--- src/rtl/dl11_serial_if.sv ---
// VM1 MPI bus responder port bundle for the DL11 serial block.
// The master drives address/strobes/data; the responder returns read data and rply.
interface dl11_serial_if;
    logic [15:0] bus_addr;
    logic        bus_sync;
    logic        bus_stb;
    logic        bus_we;
    logic [1:0]  bus_wtbt;
    logic [15:0] bus_din;
    logic [15:0] bus_dout;
    logic        bus_ack;

    modport master (
        output bus_addr, bus_sync, bus_stb, bus_we, bus_wtbt, bus_din,
        input  bus_dout, bus_ack
    );

    modport slave (
        input  bus_addr, bus_sync, bus_stb, bus_we, bus_wtbt, bus_din,
        output bus_dout, bus_ack
    );
endinterface

--- src/rtl/dl11_serial.sv ---
// DL11-compatible serial port: RCSR/RBUF/XCSR/XBUF on the MPI bus with 8N1 RX/TX engines.
// Read data is OR-merged by the CPU, so bus_dout is zero whenever this block is not being read.
module dl11_serial #(
    parameter logic [15:0] BASE_ADDR = 16'o177560,
    parameter int          BAUD_DIV  = 5000
) (
    input  logic         clk_sys,
    input  logic         reset_n,
    input  logic         ce,
    dl11_serial_if.slave bus,
    input  logic         uart_rxd,
    output logic         uart_txd,
    output logic         irq_rx,
    output logic         irq_tx
);

    localparam int                CNT_W    = $clog2(BAUD_DIV);
    localparam logic [CNT_W-1:0]  BIT_END  = CNT_W'(BAUD_DIV - 1);
    localparam logic [CNT_W-1:0]  HALF_END = CNT_W'(BAUD_DIV / 2 - 1);

    localparam logic [1:0] REG_RCSR = 2'd0;
    localparam logic [1:0] REG_RBUF = 2'd1;
    localparam logic [1:0] REG_XCSR = 2'd2;
    localparam logic [1:0] REG_XBUF = 2'd3;

    typedef enum logic [1:0] {
        TX_IDLE  = 2'd0,
        TX_START = 2'd1,
        TX_DATA  = 2'd2,
        TX_STOP  = 2'd3
    } tx_state_t;

    typedef enum logic [1:0] {
        RX_IDLE  = 2'd0,
        RX_START = 2'd1,
        RX_DATA  = 2'd2,
        RX_STOP  = 2'd3
    } rx_state_t;

    // Bus handshake state
    logic        busy_r;
    logic        ack_r;
    logic [15:0] rd_hold_r;

    // Register file
    logic        rx_done_r;
    logic        rx_ie_r;
    logic        rx_ovr_r;
    logic        rx_frm_r;
    logic [7:0]  rbuf_r;
    logic        tx_ready_r;
    logic        tx_ie_r;
    logic        tx_brk_r;

    // TX engine
    tx_state_t        tx_state_r;
    tx_state_t        tx_next_s;
    logic [CNT_W-1:0] tx_cnt_r;
    logic [2:0]       tx_bit_r;
    logic [7:0]       tx_shift_r;
    logic             tx_bit_end_s;
    logic             tx_end_s;
    logic             tx_line_s;
    logic             txd_r;

    // RX engine
    logic             rxd_meta_r;
    logic             rxd_sync_r;
    logic             rxd_prev_r;
    rx_state_t        rx_state_r;
    rx_state_t        rx_next_s;
    logic [CNT_W-1:0] rx_cnt_r;
    logic [2:0]       rx_bit_r;
    logic [7:0]       rx_shift_r;
    logic             rx_fall_s;
    logic             rx_half_s;
    logic             rx_bit_end_s;
    logic             rx_done_s;

    // Decode and access qualification
    logic        sel_s;
    logic [1:0]  reg_s;
    logic        start_s;
    logic        wr_start_s;
    logic        rbuf_rd_s;
    logic        tx_load_s;
    logic [15:0] reg_val_s;
    logic        unused_s;

    assign sel_s      = bus.bus_sync & (bus.bus_addr[15:3] == BASE_ADDR[15:3]);
    assign reg_s      = bus.bus_addr[2:1];
    assign start_s    = ce & sel_s & bus.bus_stb & ~busy_r;
    assign wr_start_s = start_s & bus.bus_we;
    assign rbuf_rd_s  = start_s & ~bus.bus_we & (reg_s == REG_RBUF);
    assign tx_load_s  = wr_start_s & (reg_s == REG_XBUF) & bus.bus_wtbt[0] & tx_ready_r;
    assign unused_s   = ^{bus.bus_addr[0], bus.bus_wtbt[1], bus.bus_din[15:8]};

    assign bus.bus_ack = ack_r;
    assign uart_txd    = txd_r;
    assign irq_rx      = rx_ie_r & rx_done_r;
    assign irq_tx      = tx_ie_r & tx_ready_r;

    // Live register read mux
    always_comb begin
        reg_val_s = 16'h0000;
        case (reg_s)
            REG_RCSR: reg_val_s = {8'h00, rx_done_r, rx_ie_r, 6'h00};
            REG_RBUF: reg_val_s = {rx_ovr_r | rx_frm_r, rx_ovr_r, rx_frm_r, 5'h00, rbuf_r};
            REG_XCSR: reg_val_s = {8'h00, tx_ready_r, tx_ie_r, 5'h00, tx_brk_r};
            REG_XBUF: reg_val_s = 16'h0000;
            default:  reg_val_s = 16'h0000;
        endcase
    end

    // Read data: live value until the access starts, then the snapshot taken before side effects
    always_comb begin
        bus.bus_dout = 16'h0000;
        if (sel_s & bus.bus_stb & ~bus.bus_we) begin
            if (busy_r) begin
                bus.bus_dout = rd_hold_r;
            end else begin
                bus.bus_dout = reg_val_s;
            end
        end else begin
            bus.bus_dout = 16'h0000;
        end
    end

    // Bus handshake: one access per strobe, rply one ce after start, released after strobe drops
    always_ff @(posedge clk_sys) begin
        if (!reset_n) begin
            busy_r    <= 1'b0;
            ack_r     <= 1'b0;
            rd_hold_r <= 16'h0000;
        end else if (ce) begin
            if (start_s) begin
                busy_r    <= 1'b1;
                rd_hold_r <= reg_val_s;
            end else if (busy_r & bus.bus_stb) begin
                ack_r <= 1'b1;
            end else if (busy_r) begin
                busy_r <= 1'b0;
                ack_r  <= 1'b0;
            end
        end
    end

    // Register file: RX completion is applied after the RBUF read clear so it wins a tie
    always_ff @(posedge clk_sys) begin
        if (!reset_n) begin
            rx_done_r  <= 1'b0;
            rx_ie_r    <= 1'b0;
            rx_ovr_r   <= 1'b0;
            rx_frm_r   <= 1'b0;
            rbuf_r     <= 8'h00;
            tx_ready_r <= 1'b1;
            tx_ie_r    <= 1'b0;
            tx_brk_r   <= 1'b0;
        end else begin
            if (rbuf_rd_s) begin
                rx_done_r <= 1'b0;
                rx_ovr_r  <= 1'b0;
                rx_frm_r  <= 1'b0;
            end
            if (rx_done_s) begin
                rbuf_r    <= rx_shift_r;
                rx_done_r <= 1'b1;
                rx_frm_r  <= ~rxd_sync_r;
                rx_ovr_r  <= rx_done_r & ~rbuf_rd_s;
            end
            if (wr_start_s & bus.bus_wtbt[0]) begin
                case (reg_s)
                    REG_RCSR: rx_ie_r <= bus.bus_din[6];
                    REG_XCSR: begin
                        tx_ie_r  <= bus.bus_din[6];
                        tx_brk_r <= bus.bus_din[0];
                    end
                    default: begin
                    end
                endcase
            end
            if (tx_load_s) begin
                tx_ready_r <= 1'b0;
            end else if (tx_end_s) begin
                tx_ready_r <= 1'b1;
            end
        end
    end

    assign tx_bit_end_s = (tx_cnt_r == BIT_END);
    assign tx_end_s     = (tx_state_r == TX_STOP) & tx_bit_end_s;

    // TX state register
    always_ff @(posedge clk_sys) begin
        if (!reset_n) begin
            tx_state_r <= TX_IDLE;
        end else begin
            tx_state_r <= tx_next_s;
        end
    end

    // TX next-state and line level
    always_comb begin
        tx_next_s = tx_state_r;
        tx_line_s = 1'b1;
        case (tx_state_r)
            TX_IDLE: begin
                if (tx_load_s) tx_next_s = TX_START;
                else           tx_next_s = TX_IDLE;
            end
            TX_START: begin
                tx_line_s = 1'b0;
                if (tx_bit_end_s) tx_next_s = TX_DATA;
                else              tx_next_s = TX_START;
            end
            TX_DATA: begin
                tx_line_s = tx_shift_r[0];
                if (tx_bit_end_s && (tx_bit_r == 3'd7)) tx_next_s = TX_STOP;
                else                                    tx_next_s = TX_DATA;
            end
            TX_STOP: begin
                if (tx_bit_end_s) tx_next_s = TX_IDLE;
                else              tx_next_s = TX_STOP;
            end
            default: tx_next_s = TX_IDLE;
        endcase
    end

    // TX baud counter, shifter and registered serial output
    always_ff @(posedge clk_sys) begin
        if (!reset_n) begin
            tx_cnt_r   <= '0;
            tx_bit_r   <= 3'd0;
            tx_shift_r <= 8'h00;
            txd_r      <= 1'b1;
        end else begin
            if ((tx_next_s != tx_state_r) || tx_bit_end_s) begin
                tx_cnt_r <= '0;
            end else begin
                tx_cnt_r <= tx_cnt_r + CNT_W'(1);
            end
            if (tx_load_s) begin
                tx_shift_r <= bus.bus_din[7:0];
                tx_bit_r   <= 3'd0;
            end else if ((tx_state_r == TX_DATA) && tx_bit_end_s) begin
                tx_shift_r <= {1'b0, tx_shift_r[7:1]};
                tx_bit_r   <= tx_bit_r + 3'd1;
            end
            txd_r <= ~tx_brk_r & tx_line_s;
        end
    end

    assign rx_fall_s    = rxd_prev_r & ~rxd_sync_r;
    assign rx_half_s    = (rx_cnt_r == HALF_END);
    assign rx_bit_end_s = (rx_cnt_r == BIT_END);
    assign rx_done_s    = (rx_state_r == RX_STOP) & rx_bit_end_s;

    // RX input synchroniser and edge history
    always_ff @(posedge clk_sys) begin
        if (!reset_n) begin
            rxd_meta_r <= 1'b1;
            rxd_sync_r <= 1'b1;
            rxd_prev_r <= 1'b1;
        end else begin
            rxd_meta_r <= uart_rxd;
            rxd_sync_r <= rxd_meta_r;
            rxd_prev_r <= rxd_sync_r;
        end
    end

    // RX state register
    always_ff @(posedge clk_sys) begin
        if (!reset_n) begin
            rx_state_r <= RX_IDLE;
        end else begin
            rx_state_r <= rx_next_s;
        end
    end

    // RX next-state: start bit is re-checked at mid-bit to reject glitches
    always_comb begin
        rx_next_s = rx_state_r;
        case (rx_state_r)
            RX_IDLE: begin
                if (rx_fall_s) rx_next_s = RX_START;
                else           rx_next_s = RX_IDLE;
            end
            RX_START: begin
                if (rx_half_s) begin
                    if (!rxd_sync_r) rx_next_s = RX_DATA;
                    else             rx_next_s = RX_IDLE;
                end else begin
                    rx_next_s = RX_START;
                end
            end
            RX_DATA: begin
                if (rx_bit_end_s && (rx_bit_r == 3'd7)) rx_next_s = RX_STOP;
                else                                    rx_next_s = RX_DATA;
            end
            RX_STOP: begin
                if (rx_bit_end_s) rx_next_s = RX_IDLE;
                else              rx_next_s = RX_STOP;
            end
            default: rx_next_s = RX_IDLE;
        endcase
    end

    // RX baud counter and LSB-first data shifter
    always_ff @(posedge clk_sys) begin
        if (!reset_n) begin
            rx_cnt_r   <= '0;
            rx_bit_r   <= 3'd0;
            rx_shift_r <= 8'h00;
        end else begin
            if ((rx_next_s != rx_state_r) || rx_bit_end_s) begin
                rx_cnt_r <= '0;
            end else begin
                rx_cnt_r <= rx_cnt_r + CNT_W'(1);
            end
            if (rx_state_r == RX_START) begin
                rx_bit_r <= 3'd0;
            end else if ((rx_state_r == RX_DATA) && rx_bit_end_s) begin
                rx_shift_r <= {rxd_sync_r, rx_shift_r[7:1]};
                rx_bit_r   <= rx_bit_r + 3'd1;
            end
        end
    end

endmodule

--- src/flat_wrapper.sv ---
// flat-port wrapper written by rule: the top's interface ports become plain ports
module dl11_serial_flat 
#(
    parameter logic [15:0] BASE_ADDR = 16'o177560,
    parameter int          BAUD_DIV  = 5000
)
  (clk_sys, reset_n, ce, uart_rxd, uart_txd, irq_rx, irq_tx, bus_bus_addr, bus_bus_sync, bus_bus_stb, bus_bus_we, bus_bus_wtbt, bus_bus_din, bus_bus_dout, bus_bus_ack);
  dl11_serial_if bus_i ();
  input  logic clk_sys;
  input  logic reset_n;
  input  logic ce;
  input  logic uart_rxd;
  output logic uart_txd;
  output logic irq_rx;
  output logic irq_tx;
  input wire logic [$bits(bus_i.bus_addr)-1:0] bus_bus_addr;
  input wire logic [$bits(bus_i.bus_sync)-1:0] bus_bus_sync;
  input wire logic [$bits(bus_i.bus_stb)-1:0] bus_bus_stb;
  input wire logic [$bits(bus_i.bus_we)-1:0] bus_bus_we;
  input wire logic [$bits(bus_i.bus_wtbt)-1:0] bus_bus_wtbt;
  input wire logic [$bits(bus_i.bus_din)-1:0] bus_bus_din;
  output wire logic [$bits(bus_i.bus_dout)-1:0] bus_bus_dout;
  output wire logic [$bits(bus_i.bus_ack)-1:0] bus_bus_ack;
  assign bus_i.bus_addr = bus_bus_addr;
  assign bus_i.bus_sync = bus_bus_sync;
  assign bus_i.bus_stb = bus_bus_stb;
  assign bus_i.bus_we = bus_bus_we;
  assign bus_i.bus_wtbt = bus_bus_wtbt;
  assign bus_i.bus_din = bus_bus_din;
  assign bus_bus_dout = bus_i.bus_dout;
  assign bus_bus_ack = bus_i.bus_ack;
  dl11_serial #(.BASE_ADDR(BASE_ADDR), .BAUD_DIV(BAUD_DIV)) u_core (.clk_sys(clk_sys), .reset_n(reset_n), .ce(ce), .bus(bus_i), .uart_rxd(uart_rxd), .uart_txd(uart_txd), .irq_rx(irq_rx), .irq_tx(irq_tx));
endmodule
--- config.mk ---
export PLATFORM = sky130hd
export DESIGN_NAME = dl11_serial_flat
export DESIGN_NICKNAME = d
export VERILOG_FILES = /design/src/rtl/dl11_serial_if.sv /design/src/rtl/dl11_serial.sv /design/src/flat_wrapper.sv
export SDC_FILE = /design/constraint.sdc
export NUM_CORES = 1
export LEC_CHECK = 0
export ABC_AREA = 1
export CORE_ASPECT_RATIO = 2
export CORE_MARGIN = 2
export CORE_UTILIZATION = 25
export CTS_CLUSTER_DIAMETER = 60
export CTS_CLUSTER_SIZE = 30
export DETAILED_ROUTE_END_ITERATION = 16
export PLACE_DENSITY_LB_ADDON = 0.3
export SLEW_MARGIN = 30
export SYNTH_ARGS = -nofsm -noshare
export SYNTH_HDL_FRONTEND = slang
export SYNTH_SLANG_ARGS = --single-unit
--- constraint.sdc ---
create_clock -name clk_sys -period 2.7 [get_ports clk_sys]
set_input_delay 0.405 -clock clk_sys [delete_from_list [all_inputs] [get_ports clk_sys]]
set_output_delay 0.405 -clock clk_sys [all_outputs]
set_load 0.01 [all_outputs]
==> qor.yml <==
run_status:
  outcome: "finished clean"
route:
  drc: 0
  vias: 3741
  drt_wl_total_um: 9741
  avgRoutedWirePerCell_um: 11.21
  antenna_left: 0
  drtIter0Drc: 66
  firstDrtPassIters: 4
  via_per_inst: 4.305
sta:
  period_needed_ns: 2.511
  relSlewSlack_pct: 63.68
  setup_violations: 0
  drv_slew: 0
  hold_violations: 0
  tightest_slew_ns: 0.5414
  grt_setup_unrepaired: "false"
  fmax_mhz: 398.3
  clock_skew_ns: 0.006497
  period_share_pct: 93.00
clock_network:
  h-tree-depth: 3
  cts_sinks: 84
  cts_root_buf: "clkbuf_16"
  clock_path_buffers: 2
  clk_latency_ns: 0.33
  cts_tree: "done"
  path_clk_slew_ns: 0.06
  cts_made_buffers: 9
  cts_setup_buffers: 0
  cts_hold_buf: 0
  post_cts_resized: 9
synth:
  synth.area.top_cells: "dfxtp_1, nand2_1, inv_1"
  synth.avg_cell_area_um2: 7.051
  synthFlopType: "dfxtp_1"
  synth-edff-count: 0
  synth_top_area_share_pct: 40.22
  yosys.area.top_type: "dfxtp_1"
  ys_async_sr_fraction_pct: 0
  netlist_area_mm2: 0.004182
  seq_area_frac_synth_pct: 40.22
  yosysUniqueCellTypes: 38
  postSynthCellCount: 593
  synth_warnings: 0
  yosys_register_bits: 84
place:
  io_buffers: 45
  dpl.hpwl_um: 7692
  routabilityCongestion: 0.7767
  dp_cells: 853
setup_path:
  cp.arrival_ns: 2.11
  critPathBufInv: 6
  worst-path-max-fanout: 9
  cp_cell_sequence: "clkdlybuf4s50_1 -> inv_1 -> nor2_1 -> nand3_1 -> nor3_1 -> buf_4 -> clkinv_1 -> buf_4 -> a21oi_1 -> dlygate4sd2_1"
  crit_type: "input pin to primary output"
  r2r-start: "u_core.rx_cnt_r[0]$_SDFF_PP0_"
  cp-start-kind: "input pin"
  cp_slowest_cell: "clkdlybuf4s50_1"
  worstSetupStartpoint: "bus_bus_sync"
  critPathRequiredTime_ns: 2.30
  cp_top_family: "buffers and inverters"
  worstSetupEndpointType: "primary output"
  crit_top_cell: "buf_4"
  cp_slowest_stage_delay_ns: 0.47
pwr:
  p_comb_share_pct: 6.1
  power.share.clock_pct: 44.2
  powerDensity_mw_per_mm2: 483.3
  p_sw_share_pct: 23.38
  peakVddDrop_uv: 359.5
  power.leakage_nw: 2.173
  power.internal_mw: 1.941
  power.net_switching_uw: 592.3
  seqPwrFrac_pct: 49.6
finish:
  num-fill-cells: 1810
  fin_cells: 869
  multi_input_area_mm2: 0.002056
  syn_to_final_growth_pct: 25.37
  final_cell_mix: "nand2_1, dfxtp_1, inv_1"
  nets: 707
  final_util_pct: 32.06
  drive_gt1_share_pct: 13.68
  final_common_cell: "nand2_1"
  antenna_cells: 0
  regArea_mm2: 0.001682
global_routing:
  grt_pass1_wl_um: 16930
  grt_use_met2_pct: 23.02
  grt_pass1_vias: 3777
  grt-ovfl-total: 0
  grt_max_degree: 26
  grt_use_met3_pct: 1.450
  gr-max-usage-layer: "met2"
  grt_usage_pct: 11.87
  use_met1_pct: 11.78
  antenna_found_initial: 0
die:
  core-area_mm2: 0.01635
  io_pins: 61
  rows: 66
  die-area_mm2: 0.01784
  initial_core_util_pct: 25.57
  dieWidth_um: 95.45
  die_h_um: 186.9
flow_run:
  max_cap_violations: 0
hold_path:
  hp-start: "u_core.rxd_meta_r$_SDFF_PN1_"
  min_path_type: "register to register"
-- per-stage QoR --
| stage | setup TNS (ns) | hold slack [ns] | cell area, µm² | setup slack, ns | total power [mW] |
|---|---|---|---|---|---|
| detailed placement | -0.7518 | 0.4062 | 4980 | -0.1300 | 1.444 |
| global placement | -0.7183 | 0.3973 | 4980 | -0.1341 | 1.443 |
| global route | 0 | 0.4392 | 5243 | 0.02572 | 2.642 |
| floorplan | 0 | 0.3925 | 4197 | 0.9036 | 1.371 |
| finish | 0 | 0.4158 | 5243 | 0.1891 | 2.533 |
| CTS | 0 | 0.4204 | 5238 | 0.01674 | 2.576 |
-- power by group through the flow --
stage	logic, mW	clock network, mW	registers, mW
after floorplan	0.0869	0	1.28
after global placement	0.157	0	1.29
after detailed placement	0.158	0	1.29
after CTS	0.159	1.16	1.26
after global routing	0.176	1.21	1.26
final	0.155	1.12	1.26
-- path summary, 6_finish.rpt --
check,to,slack (ns),cells after the start
worst max-delay path,bus_bus_dout[4],0.19,10
worst min register to register,u_core.rxd_sync_r$_SDFF_PN1_,0.42,1
worst min-delay path,u_core.rxd_sync_r$_SDFF_PN1_,0.42,1
worst max register to register,u_core.rx_shift_r[3]$_SDFFE_PN0P_,0.80,7
-- cell type report --
cell class                 count  share of cell area (%)
clock buffer                   9                   4.296
multi-input combinational    404                   39.21
clock inverter                 7                  0.8353
timing repair buffer          72                   12.34
inverter                      89                   6.372
sequential                    84                   32.08
tap                          204                   4.869
-- cells in the mapped netlist, types with 8 or more instances --
master	number
o21ai_0	26
nand3_1	49
a21oi_1	42
nor2_1	70
inv_1	82
nand2_1	115
nor2_2	26
nand4_1	8
xor2_1	16
dfxtp_1	84
clkbuf_1	9
-- routing by layer --
layer  wire length, µm  share of wire [%]
met1              3670                 38
met4               291                3.0
met5                 0                  0
met3               225                2.3
met2              5555                 57
-- kinds of logic after synthesis --
kind of cell             share of synthesized area (%)
AO/OA/AOI/OAI                                    9.814
XOR/XNOR                                         4.398
adder cells (fa/ha/maj)                          1.795
buffers and inverters                            10.98
flip-flops                                       40.22
other                                          0.08968
AND/OR/NAND/NOR                                  32.71
-- worst register-to-register path, cell delays in order (launching register included) --
cell and delay (ns):
dfxtp_1 0.35, ha_1 0.28, nand2_1 0.10, nor4_1 0.18
nand3_1 0.38, clkinv_1 0.31, nand2_1 0.08, a21oi_1 0.13
-- sequential cells by signal, summed over array words and instances (netlist names), 3 cells and up --
| name | cells |
|---|---|
| u_core.tx_cnt_r | 13 |
| u_core.rx_bit_r | 3 |
| u_core.rx_cnt_r | 13 |
| u_core.tx_shift_r | 8 |
| u_core.rd_hold_r | 11 |
| u_core.tx_bit_r | 3 |
| u_core.rbuf_r | 8 |
| u_core.rx_shift_r | 8 |
(Power assumes the default switching activity.)
